File: src/rtl/overlay_pkg.sv
// ============================================================================
//  Module      : overlay_pkg
//  Description : Shared types and defaults for the overlay fetch block.
//  Revision    : 1.0 - initial release
// ============================================================================
`default_nettype none

package overlay_pkg;

    // Default prefetch depth: 4 words of 32 bits, i.e. 8 pixels
    localparam int unsigned c_depth_log2_default = 2;

    typedef enum logic [1:0] {
        IDLE   = 2'd0,
        WRITE  = 2'd1,
        PRIME  = 2'd2,
        STREAM = 2'd3
    } state_e;

    typedef struct packed {
        logic [3:0] a;
        logic [3:0] b;
        logic [3:0] g;
        logic [3:0] r;
    } rgba4_t;

endpackage

`default_nettype wire

File: src/rtl/overlay_fifo.sv
// ============================================================================
//  Module      : overlay_fifo
//  Description : Synchronous prefetch FIFO with flush, first-word fall-through
//                read port and full/empty flags.
//  Revision    : 1.0 - initial release
// ============================================================================
`default_nettype none

module overlay_fifo
    import overlay_pkg::*;
#(
    parameter int unsigned DEPTH_LOG2 = c_depth_log2_default,
    parameter int unsigned WIDTH      = 32
)
(
    input  logic             clk,
    input  logic             reset,
    input  logic             flush,
    input  logic             push,
    input  logic [WIDTH-1:0] wdata,
    input  logic             pop,
    output logic [WIDTH-1:0] rdata,
    output logic             full,
    output logic             empty
);

    localparam int unsigned c_depth = 1 << DEPTH_LOG2;

    logic [WIDTH-1:0]      r_mem [c_depth];
    logic [DEPTH_LOG2-1:0] r_wr_ptr;
    logic [DEPTH_LOG2-1:0] r_rd_ptr;
    logic [DEPTH_LOG2:0]   r_count;

    logic w_do_push;
    logic w_do_pop;

    assign w_do_push = push & ~full;
    assign w_do_pop  = pop & ~empty;

    // Count never exceeds depth, so its MSB alone marks full
    assign full  = r_count[DEPTH_LOG2];
    assign empty = (r_count == '0);
    assign rdata = r_mem[r_rd_ptr];

    // Storage array; contents need no reset because empty gates every read
    always_ff @(posedge clk) begin
        if (w_do_push) begin
            r_mem[r_wr_ptr] <= wdata;
        end
    end

    // Pointer and occupancy tracking, cleared by reset or flush
    always_ff @(posedge clk) begin
        if (reset || flush) begin
            r_wr_ptr <= '0;
            r_rd_ptr <= '0;
            r_count  <= '0;
        end else begin
            if (w_do_push) begin
                r_wr_ptr <= r_wr_ptr + 1'b1;
            end
            if (w_do_pop) begin
                r_rd_ptr <= r_rd_ptr + 1'b1;
            end
            r_count <= r_count + {{DEPTH_LOG2{1'b0}}, w_do_push}
                               - {{DEPTH_LOG2{1'b0}}, w_do_pop};
        end
    end

endmodule

`default_nettype wire

File: src/rtl/overlay_fetch.sv
// ============================================================================
//  Module      : overlay_fetch
//  Description : Overlay image loader and pixel streamer. Packs downloaded
//                bytes into 16-bit SDRAM writes, and during video prefetches
//                32-bit words into a FIFO that feeds one RGBA4 pixel per
//                active pixel enable.
//  Revision    : 1.0 - initial release
// ============================================================================
`default_nettype none

module overlay_fetch
    import overlay_pkg::*;
#(
    parameter int unsigned DEPTH_LOG2 = c_depth_log2_default
)
(
    input  logic        clk,
    input  logic        reset,
    input  logic        ce_pix,
    input  logic        hblank,
    input  logic        vblank,
    input  logic        vsync,
    input  logic        enable,
    input  logic        dl_active,
    input  logic        dl_wr,
    input  logic [24:0] dl_addr,
    input  logic [7:0]  dl_data,
    output logic        mem_req,
    output logic        mem_rnw,
    output logic [23:0] mem_addr,
    output logic [15:0] mem_din,
    input  logic [31:0] mem_dout,
    input  logic        mem_valid,
    output logic [15:0] pix_rgba,
    output logic        underrun
);

    state_e      r_state;
    logic        r_vsync_d;
    logic [22:0] r_word_cnt;
    logic        r_outstanding;
    logic        r_discard;
    logic        r_half;
    logic [7:0]  r_lo_byte;
    logic        r_mem_req;
    logic        r_mem_rnw;
    logic [23:0] r_mem_addr;
    logic [15:0] r_mem_din;
    rgba4_t      r_pix;
    logic        r_underrun;

    logic        w_vsync_rise;
    logic        w_active;
    logic        w_streaming;
    logic        w_flush;
    logic        w_rsp;
    logic        w_push;
    logic        w_pop;
    logic        w_pix_req;
    logic        w_issue;
    logic        w_full;
    logic        w_empty;
    logic [31:0] w_head;

    assign w_vsync_rise = vsync & ~r_vsync_d;
    assign w_active     = ~(hblank | vblank);
    // Streaming continues this cycle only if nothing forces a state change
    assign w_streaming  = (r_state == STREAM) & ~dl_active & enable & ~w_vsync_rise;
    assign w_flush      = ~w_streaming;
    assign w_rsp        = mem_valid & r_outstanding;
    assign w_push       = w_rsp & ~r_discard & w_streaming;
    assign w_pix_req    = w_streaming & ce_pix & w_active;
    assign w_pop        = w_pix_req & ~w_empty & r_half;
    assign w_issue      = w_streaming & ~r_outstanding & ~w_full;

    overlay_fifo #(
        .DEPTH_LOG2 (DEPTH_LOG2),
        .WIDTH      (32)
    ) u_fifo (
        .clk   (clk),
        .reset (reset),
        .flush (w_flush),
        .push  (w_push),
        .wdata (mem_dout),
        .pop   (w_pop),
        .rdata (w_head),
        .full  (w_full),
        .empty (w_empty)
    );

    // Track the single in-flight read; a read abandoned by a flush is dropped on return
    always_ff @(posedge clk) begin
        if (reset) begin
            r_outstanding <= 1'b0;
            r_discard     <= 1'b0;
        end else if (w_rsp) begin
            r_outstanding <= 1'b0;
            r_discard     <= 1'b0;
        end else begin
            if (w_issue) begin
                r_outstanding <= 1'b1;
            end
            if (w_flush && r_outstanding) begin
                r_discard <= 1'b1;
            end
        end
    end

    // Main state machine with registered memory and pixel outputs
    always_ff @(posedge clk) begin
        if (reset) begin
            r_state    <= IDLE;
            r_vsync_d  <= 1'b0;
            r_word_cnt <= '0;
            r_half     <= 1'b0;
            r_lo_byte  <= '0;
            r_mem_req  <= 1'b0;
            r_mem_rnw  <= 1'b1;
            r_mem_addr <= '0;
            r_mem_din  <= '0;
            r_pix      <= '0;
            r_underrun <= 1'b0;
        end else begin
            r_vsync_d <= vsync;
            r_mem_req <= 1'b0;
            if (dl_active) begin
                r_state <= WRITE;
                r_pix   <= '0;
                r_half  <= 1'b0;
                if (r_state == WRITE && dl_wr) begin
                    if (!dl_addr[0]) begin
                        r_lo_byte <= dl_data;
                    end else begin
                        r_mem_req  <= 1'b1;
                        r_mem_rnw  <= 1'b0;
                        r_mem_addr <= dl_addr[24:1];
                        r_mem_din  <= {dl_data, r_lo_byte};
                    end
                end
            end else begin
                case (r_state)
                    IDLE: begin
                        r_pix <= '0;
                        if (enable && w_vsync_rise) begin
                            r_state <= PRIME;
                        end
                    end
                    WRITE: begin
                        // A low byte left without its partner is discarded here
                        r_lo_byte <= '0;
                        r_state   <= IDLE;
                    end
                    PRIME: begin
                        r_word_cnt <= '0;
                        r_underrun <= 1'b0;
                        r_half     <= 1'b0;
                        if (enable) begin
                            r_state <= STREAM;
                        end else begin
                            r_state <= IDLE;
                            r_pix   <= '0;
                        end
                    end
                    STREAM: begin
                        if (!enable) begin
                            r_state <= IDLE;
                            r_pix   <= '0;
                            r_half  <= 1'b0;
                        end else if (w_vsync_rise) begin
                            r_state <= PRIME;
                            r_half  <= 1'b0;
                        end else begin
                            if (w_issue) begin
                                r_mem_req  <= 1'b1;
                                r_mem_rnw  <= 1'b1;
                                r_mem_addr <= {r_word_cnt, 1'b0};
                                r_word_cnt <= r_word_cnt + 1'b1;
                            end
                            if (w_pix_req) begin
                                if (w_empty) begin
                                    r_pix      <= '0;
                                    r_underrun <= 1'b1;
                                end else begin
                                    r_pix  <= r_half ? rgba4_t'(w_head[31:16])
                                                     : rgba4_t'(w_head[15:0]);
                                    r_half <= ~r_half;
                                end
                            end
                        end
                    end
                    default: r_state <= IDLE;
                endcase
            end
        end
    end

    assign mem_req  = r_mem_req;
    assign mem_rnw  = r_mem_rnw;
    assign mem_addr = r_mem_addr;
    assign mem_din  = r_mem_din;
    assign pix_rgba = r_pix;
    assign underrun = r_underrun;

endmodule

`default_nettype wire
File: config.mk
export PLATFORM = sky130hd
export DESIGN_NAME = overlay_fetch
export DESIGN_NICKNAME = d
export VERILOG_FILES = /design/src/rtl/overlay_pkg.sv /design/src/rtl/overlay_fifo.sv /design/src/rtl/overlay_fetch.sv
export SDC_FILE = /design/constraint.sdc
export NUM_CORES = 1
export LEC_CHECK = 0
export BUFFER_PORTS_ARGS = -buffer_cell sky130_fd_sc_hd__clkbuf_2
export CORE_MARGIN = 3
export CORE_UTILIZATION = 57
export DETAILED_ROUTE_END_ITERATION = 10
export PLACE_DENSITY_LB_ADDON = 0.15
export REMOVE_ABC_BUFFERS = 1
export SLEW_MARGIN = 30
export SYNTH_ARGS = -nofsm -noshare
export SYNTH_HDL_FRONTEND = slang
export SYNTH_HIERARCHICAL = 1
export SYNTH_SLANG_ARGS = --single-unit
File: constraint.sdc
create_clock -name clk -period 3.7 [get_ports clk]
set_input_delay 0.555 -clock clk [delete_from_list [all_inputs] [get_ports clk]]
set_output_delay 0.555 -clock clk [all_outputs]
set_load 0.005 [all_outputs]
==> results.yml <==
sta:
  setup_viol: 0
  grt_setup_unrepaired: "no"
  worst_slew_pin_slew_ns: 0.9588
  finalSetupTns_ns: 0
  drv_slew: 0
  clock-skew-final_ns: 0.006424
  hold_slack_ns: 0.2771
  fin_crit_sh_pct: 80.65
  clock.fmax_mhz: 335.1
  period_needed_ns: 2.984
  relSlewSlack_pct: 36.08
  finalHoldViolCount: 0
final_layout:
  finalInstanceArea_um2: 11130
  n_fill_cell: 1199
  syn2layout_area_growth_pct: 17.25
  insertedDiodeCount: 0
  fin_util_pct: 69.08
  final_common_cell: "clkbuf_2"
  final_cell_mix: "134 x clkbuf_2, 128 x edfxtp_1, 104 x dfxtp_1"
  fin_nets: 922
  drive_above_1_share_pct: 28.42
synthesis:
  syn-cell-area_um2: 9494
  async_flop_share_pct: 0
  syn_inst: 710
  synth-main-ff-cell: "edfxtp_1"
  synth_top_area_share_pct: 40.48
  ys_top_cells_by_area: "edfxtp_1 40%, dfxtp_1 22%, mux4_2 7.1%"
  synth_cell_types: 51
  ys.warnings.count: 6
  synth_edf_count: 128
  avgSynthCellArea_um2: 13.37
  synth_top_area_cell: "edfxtp_1"
  synth_sequential_area_ratio_pct: 62.63
  yosys_register_bits: 233
floorplanning:
  io_pins: 134
  rows: 46
  die_area_um2: 18240
  start_util_pct: 58.91
  die_h_um: 135.1
  core_um2: 16120
  die_w_um: 135.1
cts:
  cts_buffer_depth: 3
  cts_resized: 0
  clk_latency_ns: 0.49
  numCtsBuffers: 23
  clk_pin_slew_ns: 0.06
  htreeDepth: 1
  post_cts_buffers: 0
  cts_num_sinks: 233
  root_buffer: "clkbuf_16"
  cts_tree: "built"
  holdBufCountCts: 0
drt:
  routedWlPerCell_um: 18.27
  vias_per_cell: 5.796
  drc: 0
  drtPass1Iterations: 5
  vias: 6207
  antenna_left: 0
  routed_wl_mm: 19.57
  drt-initial-drc-count: 401
global_routing:
  grt_start_max_net_pins: 41
  grt_pass1_wl_mm: 31.09
  antenna_found_initial: 0
  grt_usage_pct: 21.29
  grt_overflow: 0
  grt_pass1_vias: 6145
placement:
  place_congestion: 0.8488
  hpwl_mm: 12.67
  placed_area_um2: 10380
  portBuffers: 133
power:
  comb_power_share_pct: 3.1
  p_per_area_nw_per_um2: 464.9
  p_clk_share_pct: 43.8
  p_int_mw: 4.162
  p_leak_nw: 4.017
  swShare_pct: 19.57
  p_seq_share_pct: 53.1
  ir_worst_vdd_mv: 0.4538
  power_switching_mw: 1.013
worst_setup_path:
  cp-start-kind: "flop"
  cp.required_ns: 4.12
  critPathMaxFanout: 10
  crit_path_end_kind: "flop"
  critPathArrivalTime_ns: 3.40
  critical_path_class: "reg2reg"
worst_hold_path:
  min_path_type: "in2reg"
run_status:
  status: "finished clean"
flow_run:
  maxCapViolations: 0
[metrics by stage]
stage	power, mW	cells	worst slack [ns]
floorplan	2.862	665	0.8219
global placement	2.957	1030	0.6541
detailed placement	2.964	1030	0.5581
CTS	5.225	1071	0.7388
global route	5.358	1071	0.4569
finish	5.175	1071	0.7161
[Yosys cell counts, types with 3 or more instances]
master / n
a211oi_1: 24
a21oi_1: 40
a31oi_1: 3
and2_0: 4
and2_1: 9
and4_1: 3
buf_1: 5
buf_12: 3
buf_2: 9
clkbuf_1: 27
dfxtp_1: 105
edfxtp_1: 128
ha_1: 7
inv_1: 11
mux2_2: 16
mux2i_1: 50
mux4_2: 30
nand2_1: 76
nand2b_1: 4
nand3_1: 11
nand4_1: 9
nor2_1: 26
nor2b_1: 5
nor3_1: 27
o21a_1: 3
o21ai_0: 8
o31ai_1: 12
or2_2: 3
or3_1: 9
or4_1: 14
xor2_1: 3
[state kept, by name (all words and copies together) (netlist names), 2 cells and up, named ones only]
| register | flops |
|---|---|
| mem_addr | 24 |
| mem_din | 16 |
| pix_rgba | 16 |
| r_lo_byte | 8 |
| r_state | 2 |
| r_word_cnt | 23 |
| u_fifo/r_count | 3 |
| u_fifo/r_mem | 128 |
| u_fifo/r_rd_ptr | 2 |
| u_fifo/r_wr_ptr | 2 |
[cell type report]
type / instances / area, um2 / area share (%)
clock buffers: 34 / 689.4 / 6.193
inverters: 11 / 41.29 / 0.3709
repair buffers: 149 / 823.3 / 7.396
well taps: 216 / 270.3 / 2.428
clock inverters: 7 / 58.81 / 0.5283
flip-flops and latches: 233 / 5947 / 53.42
multi-input cells: 421 / 3302 / 29.66
[routing by layer]
layer	GRT usage [%]	wire, um
met1	27.22	7966
met2	38.38	10130
met4	5.095	276
met3	3.316	1194
met5	0	0
[critical path, cell delays in order, from the launching register on]
cell	delay, ns
dfxtp_1	0.50
and3b_1	0.30
nand4_1	0.17
nor3b_1	0.34
o31ai_1	0.17
inv_1	0.09
ha_1	0.22
inv_1	0.06
ha_1	0.13
inv_1	0.05
fa_1	0.41
xor2_1	0.17
and2_1	0.17
nor3_1	0.12
[worst paths after layout]
| kind | endpoint | depth (start not counted) | startpoint | slack [ns] |
|---|---|---|---|---|
| setup / recovery | u_fifo/r_count[2] | 13 | r_state[1] | 0.72 |
| setup reg to reg | u_fifo/r_count[2] | 13 | r_state[1] | 0.72 |
| hold reg to reg | mem_din[0] | 2 | r_lo_byte[0] | 0.45 |
| hold / removal | u_fifo/r_mem[1][10] | 1 | mem_dout[10] | 0.28 |
[cell families after synthesis]
group	after synthesis	share of synthesized area (%)
AOI/OAI and AO/OA	98	6.576
xor gates and xnor gates	4	0.3691
adders and majority gates	8	1.133
buffers and inverters	56	2.926
DFF	233	62.63
muxes	98	14.84
and+or+nand+nor	213	11.53
[power by group through the flow]
stage                     registers [mW]  logic (mW)  clock network (mW)
after floorplan                     2.80      0.0610                   0
after global placement              2.80       0.156                   0
after detailed placement            2.80       0.163                   0
after CTS                           2.75       0.164                2.32
after global routing                2.74       0.179                2.43
final                               2.75       0.163                2.27
No activity file was read; power rests on OpenSTA's default activity.
